**src/rtl/pwm_capture.sv**
```systemverilog
// PWM capture: measures period and high time of an asynchronous PWM input
// in i_clk cycles, reporting each complete period with a one-cycle strobe.
module pwm_capture #(
  parameter int CNT_WIDTH   = 16,
  parameter int SYNC_STAGES = 2
) (
  input  logic                 i_clk,
  input  logic                 i_rst_n,
  input  logic                 i_pwm,
  input  logic                 i_enable,
  output logic [CNT_WIDTH-1:0] o_period,
  output logic [CNT_WIDTH-1:0] o_high,
  output logic                 o_valid,
  output logic                 o_timeout,
  output logic                 o_level
);

  typedef enum logic [1:0] {IDLE, HIGH, LOW} state_t;

  localparam logic [CNT_WIDTH-1:0] CNT_MAX = {CNT_WIDTH{1'b1}};
  localparam logic [CNT_WIDTH-1:0] CNT_ONE = {{(CNT_WIDTH-1){1'b0}}, 1'b1};

  state_t                 state;
  logic [SYNC_STAGES-1:0] sync_q;
  logic                   s;
  logic                   s_d;
  logic                   rise;
  logic                   fall;
  logic                   rise_q;
  logic                   fall_q;
  logic [CNT_WIDTH-1:0]   period_cnt;
  logic [CNT_WIDTH-1:0]   high_cnt;
  logic [CNT_WIDTH-1:0]   high_hold;

  assign s       = sync_q[SYNC_STAGES-1];
  assign rise    = s & ~s_d;
  assign fall    = ~s & s_d;
  assign o_level = s;

  // Edge strobes are registered so the FSM acts one cycle after the edge is seen.
  always_ff @(posedge i_clk or negedge i_rst_n) begin
    if (!i_rst_n) begin
      sync_q <= '0;
      s_d    <= 1'b0;
      rise_q <= 1'b0;
      fall_q <= 1'b0;
    end else begin
      sync_q <= {sync_q[SYNC_STAGES-2:0], i_pwm};
      s_d    <= s;
      rise_q <= rise;
      fall_q <= fall;
    end
  end

  always_ff @(posedge i_clk or negedge i_rst_n) begin
    if (!i_rst_n) begin
      state      <= IDLE;
      period_cnt <= '0;
      high_cnt   <= '0;
      high_hold  <= '0;
      o_period   <= '0;
      o_high     <= '0;
      o_valid    <= 1'b0;
      o_timeout  <= 1'b0;
    end else begin
      o_valid <= 1'b0;
      if (!i_enable) begin
        state      <= IDLE;
        period_cnt <= '0;
        high_cnt   <= '0;
        high_hold  <= '0;
      end else begin
        case (state)
          IDLE: begin
            if (rise_q) begin
              state      <= HIGH;
              period_cnt <= CNT_ONE;
              high_cnt   <= CNT_ONE;
            end
          end
          HIGH: begin
            // Saturation wins over any edge arriving in the same cycle.
            if (period_cnt == CNT_MAX) begin
              state      <= IDLE;
              o_timeout  <= 1'b1;
              period_cnt <= '0;
              high_cnt   <= '0;
              high_hold  <= '0;
            end else if (fall_q) begin
              state      <= LOW;
              high_hold  <= high_cnt;
              period_cnt <= period_cnt + CNT_ONE;
            end else begin
              period_cnt <= period_cnt + CNT_ONE;
              high_cnt   <= high_cnt + CNT_ONE;
            end
          end
          LOW: begin
            if (period_cnt == CNT_MAX) begin
              state      <= IDLE;
              o_timeout  <= 1'b1;
              period_cnt <= '0;
              high_cnt   <= '0;
              high_hold  <= '0;
            end else if (rise_q) begin
              state      <= HIGH;
              o_period   <= period_cnt;
              o_high     <= high_hold;
              o_valid    <= 1'b1;
              o_timeout  <= 1'b0;
              period_cnt <= CNT_ONE;
              high_cnt   <= CNT_ONE;
            end else begin
              period_cnt <= period_cnt + CNT_ONE;
            end
          end
          default: state <= IDLE;
        endcase
      end
    end
  end

endmodule
```
**config.mk**
```make
export PLATFORM = sky130hd
export DESIGN_NAME = pwm_capture
export DESIGN_NICKNAME = d
export VERILOG_FILES = /design/src/rtl/pwm_capture.sv
export SDC_FILE = /design/constraint.sdc
export NUM_CORES = 1
export LEC_CHECK = 0
export BUFFER_PORTS_ARGS = -buffer_cell sky130_fd_sc_hd__buf_2
export CAP_MARGIN = 0
export CORE_MARGIN = 10
export CORE_UTILIZATION = 40
export DETAILED_ROUTE_END_ITERATION = 8
export GPL_ROUTABILITY_DRIVEN = 0
export HOLD_SLACK_MARGIN = 0.05
export PLACE_DENSITY_LB_ADDON = 0.2
export SLEW_MARGIN = 30
export SYNTH_ARGS = -nofsm -noshare
export SYNTH_HDL_FRONTEND = slang
export SYNTH_SLANG_ARGS = --single-unit
```
**constraint.sdc**
```tcl
create_clock -name i_clk -period 2.1 [get_ports i_clk]
set_clock_uncertainty 0.05 [all_clocks]
set_input_delay 0.525 -clock i_clk [delete_from_list [all_inputs] [get_ports i_clk]]
set_output_delay 0.525 -clock i_clk [all_outputs]
set_load 0.01 [all_outputs]
```
==> Word level (Yosys, flattened, before mapping) <==
Cells that the tools add are included.
{ "word_totals": {"out_inout_bits": 35, "register_bits": 89, "input_bits": 4, "word_cells": 68} }
{ "op_classes": {"reduce_logical": 7, "eq_ne": 11, "addsub": 2, "n_bitwise": 5, "n_mux": 31} }
{ "op_table": {"columns": ["cell", "n"], "rows": [
  ["two-way mux 16 bit", 14],
  ["one-hot mux 16 bit (3 select lines)", 2],
  ["adder 16 x 1 -> 16 bit (second input constant)", 2],
  ["one-hot mux 16 bit (2 select lines)", 1],
  ["equality test 16 bit (second input constant)", 1],
  ["two-way mux 2 bit", 5],
  ["!= test 3 bit (second input constant)", 3],
  ["!= test 4 bit (second input constant)", 2],
  ["AND reduction 4 bit", 2],
  ["two-way mux 1 bit", 7],
  ["one-hot mux 2 bit (3 select lines)", 1],
  ["!= test 4 x 1 -> 1 bit (second input constant)", 1],
  ["AND reduction 2 bit", 2],
  ["!= test 3 x 1 -> 1 bit (second input constant)", 1],
  ["NOT 1 bit", 3],
  ["AND reduction 3 bit", 1],
  ["AND 1 bit", 2],
  ["equality test 2 x 1 -> 1 bit (second input constant)", 1],
  ["equality test 2 bit (second input constant)", 1],
  ["logical NOT 2 bit", 1],
  ["!= test 2 bit (second input constant)", 1],
  ["one-hot mux 1 bit (2 select lines)", 1],
  ["nonzero test 2 bit", 1]
]} }

==> Depth between registers and ports, before layout <==
Gate-level depths: netlist of the first run.
{ "logic_depth": {"ltp_word": 5, "ltp_mapped": 10, "mapped_depth_nobuf": 7} }

==> Least setup slack after synthesis of the first run <==
Ideal clock, no wire load.
{ "synth_path": {"path_type": "register to register", "start": "register state[1]", "end": "register high_cnt[10]", "t_arrival_ps": 1959, "n_path_buf": 1, "required_time_ps": 1940, "setup_ps": 110, "path_slack_ps": -19, "period_less_slack_ps": 2119, "stages_incl_launch_ff": 8, "cell_sequence": "dfrtp_1 -> inv_1 -> ha_1 -> clkbuf_1 -> nand2_1 -> nor3_1 -> nand2_1 -> o41ai_1"} }
{ "synth_via": {"elab_chain_cells": 3, "elab_cells_between_ends": 8, "classes_between": "eq/ne (4); mux (2); reduce/logical (2)"} }
{ "synth_lines": {"columns": ["element", "line", "text"], "rows": [
  ["from (decl)", "23", "state_t state;"],
  ["from (signal assigned)", "57", "state <= IDLE;"],
  ["from (signal assigned)", "68", "state <= IDLE;"],
  ["from (signal assigned)", "76", "state <= HIGH;"],
  ["equality test 2 bit (tied with other cells)", "73", "case (state)"],
  ["one-hot mux 16 bit (3 select lines) (tied with other cells)", "73", null],
  ["two-way mux 16 bit or AND reduction 2 bit (tied branches)", null, null],
  ["to (signal assigned)", "95", "high_cnt <= high_cnt + CNT_ONE;"],
  ["to (decl)", "32", "logic [CNT_WIDTH-1:0] high_cnt;"]
]} }
Several ways; a longest one is shown, not always the timed one.
A chain may end at the register's enable or synchronous reset.

==> Worst setup path in the final report of the first run <==
{ "layout_path": {"start": "register period_cnt[0]", "end": "register o_period[14]"} }
{ "layout_via": {"elab_chain_cells": 3} }
{ "layout_lines": {"columns": ["element", "line", "text"], "rows": [
  ["from (decl)", "31", "logic [CNT_WIDTH-1:0] period_cnt;"],
  ["from (signal assigned)", "92", "period_cnt <= period_cnt + CNT_ONE;"],
  ["from (signal assigned)", "94", "period_cnt <= period_cnt + CNT_ONE;"],
  ["from (signal assigned)", "114", "period_cnt <= period_cnt + CNT_ONE;"],
  ["equality test 16 bit", "99", "if (period_cnt == CNT_MAX) begin"],
  ["NOT 1 bit (no line)", null, null],
  ["AND reduction 4 bit (no line)", null, null],
  ["to (signal assigned)", "107", "o_period <= period_cnt;"],
  ["to (decl)", "11", "output logic [CNT_WIDTH-1:0] o_period,"]
]} }
Every way passes these cells.

==> results.py, run 1 <==
metrics = {
    "critical_path": {
        "reg2reg_slack_ns": 0.08,
        "path_class": "reg -> reg",
        "r2r-start": "period_cnt[0]",
        "crit_path_max_fanout": 34,
        "crit_path_end_kind": "flop",
        "cp.required_ns": 2.30,
        "rr_worst_depth": 8,
        "critPathLaunchType": "flop",
        "worst_ep_arrival_time_ns": 2.22,
        "rr_endpoint": "o_period[14]",
    },
    "synthesis": {
        "yosys_warnings": 0,
        "synth_flop_cell": "dfrtp_1",
        "synth_top_family_by_area": "simple AND/OR/NAND/NOR gates",
        "synth-simple-area-share": 0.172,
        "syn_inst": 388,
        "synth_nets": 398,
        "syn_area_um2": 4140,
        "synthMuxAreaShare": 0.0919,
        "synth-xor-area-share": 0.0275,
        "synth-seq-cells": 89,
        "synthAdderAreaFrac": 0.0181,
        "synth_edf_count": 0,
        "avgSynthCellArea_um2": 10.7,
        "synth_cell_types": 48,
        "synth-compound-area-share": 0.120,
        "ys_seq_area_frac": 0.538,
        "async_flop_share": 1.00,
    },
    "timing": {
        "fmax_mhz": 496,
        "setup-tns-final_ns": 0,
        "slew_violations": 0,
        "hold-worst-slack_ns": 0.130,
        "max_slew_margin": 0.689,
        "min_period_ns": 2.02,
        "setup_slack_ns": 0.0840,
        "worst_pin_slew_ns": 0.467,
        "fin_crit_sh": 0.960,
        "rsz0062_at_grt": "no",
        "hold_viol": 0,
        "setup_violations": 0,
    },
    "floorplan": {
        "die_x_um": 122,
        "fp.dieArea_um2": 14800,
        "fp-row-count": 37,
        "initial_core_util": 0.406,
        "die_h_um": 122,
        "io_pins": 39,
        "design.core.area_um2": 10200,
    },
    "run_status": {
        "outcome": "finished, final reports clean",
    },
    "drt": {
        "dr.pass1.iters": 4,
        "wl_per_cell_um": 15.3,
        "drt-initial-drc-count": 297,
        "wl_um": 9140,
        "antenna_left": 0,
        "via_per_inst": 5.30,
        "vias": 3157,
        "route.detailed.drc": 0,
    },
    "pwr": {
        "peakVddDrop_uv": 276,
        "p_per_area_nw_per_um2": 651,
        "leakagePower_nw": 2.29,
        "total_power_mw": 3.24,
    },
    "placement": {
        "portBuffers": 38,
        "dpl.hpwl_um": 6340,
        "placed_area_um2": 4740,
        "place_inst": 578,
        "post-place-ws_ns": 0.0885,
    },
    "global_route": {
        "overflow": 0,
        "grt_start_max_net_pins": 90,
        "grt_pass1_wl_um": 15700,
        "antenna_found_initial": 0,
        "grtUsageTotal": 0.129,
        "first_global_vias": 3134,
    },
    "cells_and_area": {
        "antenna_cells": 0,
        "final_cell_mix": "89 x dfrtp_1, 37 x buf_2, 37 x buf_4",
        "final_util": 0.489,
        "layoutNonFillerInstCount": 596,
        "layout_commonest_cell": "dfrtp_1",
        "layout-drive-gt1-share": 0.307,
        "fillers": 994,
        "area_growth_pct": 20.4,
        "final_area_um2": 4980,
        "nets": 465,
    },
    "clock_network": {
        "clock_path_buffers": 2,
        "clk-insertion-delay-late_ns": 0.37,
        "ctsHtreeMaxLevel": 3,
        "cts_sinks": 89,
        "cts_tree": "built",
        "cts_buffers": 9,
        "ctsRootBufferMaster": "clkbuf_8",
        "path_clk_slew_ns": 0.10,
    },
    "job": {
        "maxCapViolCount": 0,
    },
    "hold_path": {
        "worstHoldPathType": "in -> async",
    },
}
## what timing repair did
item / CTS / global route
setup buffers: 0 / 2
hold buffers: 0 / 0
resized for setup: 0 / 7
setup endpoints to repair: 0 / 22
## final cells by class
type / instances / area [um2] / share of cell area
repair buffers: 77 / 523 / 0.105
well taps: 136 / 170 / 0.0342
multi-input cells: 269 / 1830 / 0.368
flip-flops and latches: 89 / 2230 / 0.447
clock inverters: 6 / 55.1 / 0.0111
inverters: 9 / 33.8 / 0.00678
clock buffers: 10 / 138 / 0.0276
## flip-flops by register name (all words and copies together), names as in the netlist, 2 cells and up
register	cells
period_cnt	16
state	2
o_period	16
o_high	16
sync_q	2
high_cnt	16
high_hold	16
## cell usage after synthesis, types with 2 or more instances
| master | count | area [um2] |
|---|---|---|
| nor3_1 | 11 | 55.1 |
| mux2i_1 | 2 | 20.0 |
| dfrtp_1 | 89 | 2230 |
| o31ai_1 | 8 | 60.1 |
| mux2_2 | 32 | 360 |
| ha_1 | 6 | 75.1 |
| nor4_1 | 7 | 43.8 |
| o21ai_0 | 25 | 125 |
| nor2b_1 | 6 | 37.5 |
| or3_1 | 4 | 25.0 |
| nor2_1 | 30 | 113 |
| a21o_1 | 2 | 15.0 |
| a21oi_1 | 12 | 60.1 |
| nand2_1 | 30 | 113 |
| o41ai_1 | 3 | 26.3 |
| o211ai_1 | 11 | 82.6 |
| nand4_1 | 6 | 37.5 |
| clkbuf_1 | 9 | 33.8 |
| inv_1 | 8 | 30.0 |
| a22oi_1 | 3 | 22.5 |
| a31oi_1 | 5 | 31.3 |
| nand3b_1 | 2 | 15.0 |
| nand3_1 | 32 | 160 |
| xnor2_1 | 12 | 105 |
| buf_2 | 10 | 50.1 |
## worst max path at each step
stage                  startpoint             to  cells past startpoint
detailed placement       state[1]  period_cnt[9]                      8
CTS                 period_cnt[0]   o_period[14]                      7
global placement    period_cnt[5]    high_cnt[0]                      5
global route        period_cnt[0]    high_cnt[0]                      6
finish              period_cnt[0]   o_period[14]                      8
floorplan                i_enable     o_high[10]                      5
## layer usage
metal,up-vias,wire length [um],GRT usage
met5,-,0,0
met4,0,148,0.0499
met3,11,520,0.0328
met2,68,3950,0.184
met1,1546,4520,0.182
li1,1532,-,-
## cells by family (layout without fill, tap and decap cells)
logic type	count (synthesis)	in the layout
AND/OR/NAND/NOR	139	139
flip-flops	89	89
AO/OA/AOI/OAI	77	77
multiplexers	34	34
buffers and inverters	30	102
XOR/XNOR	13	13
adder cells (fa/ha/maj)	6	6
## power breakdown
group / internal (mW) / switching, mW / total, mW
clock network: 0.492 / 0.677 / 1.17
logic: 0.117 / 0.192 / 0.309
registers: 1.74 / 0.0255 / 1.77
total: 2.35 / 0.894 / 3.24
## critical path, stage by stage, from the launching register on
cell and delay (ns):
dfrtp_1 0.40, ha_2 0.20, nand4_1 0.09, buf_4 0.14, nor4_4 0.03, buf_4 0.18
nor3_4 0.20, buf_12 0.23, mux2_2 0.36
No activity file was read; power rests on OpenSTA's default activity.
==> run 2, diff against run 1 <==
Settings changed: CORE_UTILIZATION 40 to 45, CTS_CLUSTER_SIZE set to 12.
==> run 2 against run 1 <==
Fmax grew 0.71%. Register-to-register slack is essentially flat. Global-route usage grew 0.97 points. Via count grew 0.89%. Critical endpoint is now period_cnt[14]. Highest routed layer unchanged.
==> results.py, run 2 (synthesis gave the netlist of run 1 again) <==
metrics = {
    "clock_network": {
        "cts_tree": "built",
        "ctsHtreeMaxLevel": 3,
        "ctsRootBufferMaster": "clkbuf_8",
        "cts_buffers": 9,
        "cts_setup_buffers": 0,
        "path_clk_slew_ns": 0.09,
        "clock_path_buffers": 2,
        "cts_sinks": 89,
        "clk-insertion-delay-late_ns": 0.37,
        "ctsResizeCount": 0,
        "ctsHoldBuffers": 0,
    },
    "floorplan": {
        "fp.dieArea_um2": 13400,
        "die_h_um": 116,
        "fp-row-count": 34,
        "die_x_um": 116,
        "design.core.area_um2": 8850,
        "io_pins": 39,
        "initial_core_util": 0.468,
    },
    "hold_path": {
        "worstHoldPathType": "in -> async",
    },
    "critical_path": {
        "rr_endpoint": "period_cnt[14]",
        "crit_path_max_fanout": 7,
        "cp_slowest_stage_delay_ns": 0.44,
        "crit_path_end_kind": "flop",
        "rr_worst_depth": 7,
        "reg2reg_slack_ns": 0.1,
        "cp.required_ns": 2.30,
        "worstSetupStartpoint": "state[1]",
        "path_class": "reg -> reg",
        "cp_num_buf_inv": 1,
        "r2r-start": "state[1]",
        "critPathLaunchType": "flop",
        "critPathTopFamily": "simple AND/OR/NAND/NOR gates",
        "cp_slowest_cell": "nor4b_1",
        "path_cells": "inv_1, ha_1, nor2b_1, o21a_2, nor4b_1, xnor2_1, nor2_1",
        "worst_ep_arrival_time_ns": 2.20,
    },
    "pwr": {
        "power_switching_uw": 870,
        "p_per_area_nw_per_um2": 692,
        "total_power_mw": 3.44,
        "peakVddDrop_uv": 317,
        "p_int_mw": 2.57,
        "p_seq_frac": 0.514,
        "leakagePower_nw": 2.30,
        "combPwrFrac": 0.085,
        "switching_share": 0.253,
        "power_frac_clock": 0.401,
    },
    "cells_and_area": {
        "final_cell_mix": "87 x dfrtp_1, 37 x buf_2, 36 x buf_4",
        "layout-drive-gt1-share": 0.307,
        "layoutNonFillerInstCount": 567,
        "final_area_um2": 4970,
        "nets": 464,
        "layout_commonest_cell": "dfrtp_1",
        "antenna_cells": 0,
        "area_growth_pct": 20.1,
        "final_util": 0.562,
    },
    "drt": {
        "wl_per_cell_um": 15.7,
        "antenna_left": 0,
        "vias": 3185,
        "dr.pass1.iters": 4,
        "wl_um": 8910,
        "drt-initial-drc-count": 185,
        "route.detailed.drc": 0,
        "via_per_inst": 5.62,
    },
    "placement": {
        "dpl.hpwl_um": 6180,
        "place_inst": 551,
        "post-place-ws_ns": 0.0991,
        "placed_area_um2": 4710,
        "portBuffers": 38,
    },
    "timing": {
        "hold-worst-slack_ns": 0.122,
        "setup-tns-final_ns": 0,
        "hold_viol": 0,
        "max_slew_margin": 0.693,
        "fmax_mhz": 500,
        "worst_pin_slew_ns": 0.461,
        "slew_violations": 0,
        "min_period_ns": 2.00,
        "setup_slack_ns": 0.0982,
        "rsz0062_at_grt": "no",
        "setup_violations": 0,
        "fin_crit_sh": 0.953,
    },
    "global_route": {
        "overflow": 0,
        "first_global_vias": 2956,
        "grtUsageTotal": 0.138,
        "antenna_found_initial": 0,
        "grt_pass1_wl_um": 15000,
        "grt_start_max_net_pins": 90,
    },
    "job": {
        "maxCapViolCount": 0,
    },
    "run_status": {
        "outcome": "finished, final reports clean",
    },
}
[run 2: changes by cell type in the layout (fill, tap and decap cells not counted)]
| cell | delta |
|---|---|
| inv_6 | -4 |
| dfrtp_1 | -2 |
| a31o_2 | +1 |
| nor4_1 | +1 |
| a31o_4 | -1 |
| nor4_2 | -1 |
| dfrtp_2 | +2 |
| clkinv_4 | +2 |
| buf_4 | -1 |
| bufinv_16 | +2 |
[run 2: worst max-delay path by stage]
stage                     cells past startpoint        endpoint  slack, ns
after global placement                        7   high_hold[13]       0.15
after detailed placement                      8  period_cnt[12]        0.1
final                                         7  period_cnt[14]        0.1
after global routing                          8  period_cnt[12]      0.001
after CTS                                     8  period_cnt[13]       0.08
after floorplan                               5      o_high[10]       0.05
[run 2: worst register-to-register path, stage by stage (launching register included)]
cell	delay (ns)
dfrtp_1	0.42
inv_1	0.09
ha_1	0.22
nor2b_1	0.17
o21a_2	0.27
nor4b_1	0.44
xnor2_1	0.18
nor2_1	0.06
[run 2: power by group through the flow]
stage                     combinational, mW  sequential [mW]  clock [mW]
after floorplan                       0.151             1.80           0
after global placement                0.287             1.80           0
after detailed placement              0.291             1.80           0
after CTS                             0.292             1.77        1.41
after global routing                  0.330             1.78        1.48
final                                 0.291             1.77        1.38
[run 2: metal layers]
layer / up-vias / share of wire / global-route usage
li1: 1524 / - / -
met1: 1566 / 0.48 / 0.202
met2: 84 / 0.44 / 0.195
met3: 11 / 0.062 / 0.0377
met4: 0 / 0.014 / 0.0409
met5: - / 0 / 0
[run 2: final cells by class]
type,count,area (um2)
Fill cell,790,3880
Inverter,9,33.8
Timing Repair Buffer,76,515
Multi-Input combinational cell,269,1820
Clock inverter,6,97.6
Sequential cell,89,2230
Tap cell,108,135
Clock buffer,10,138
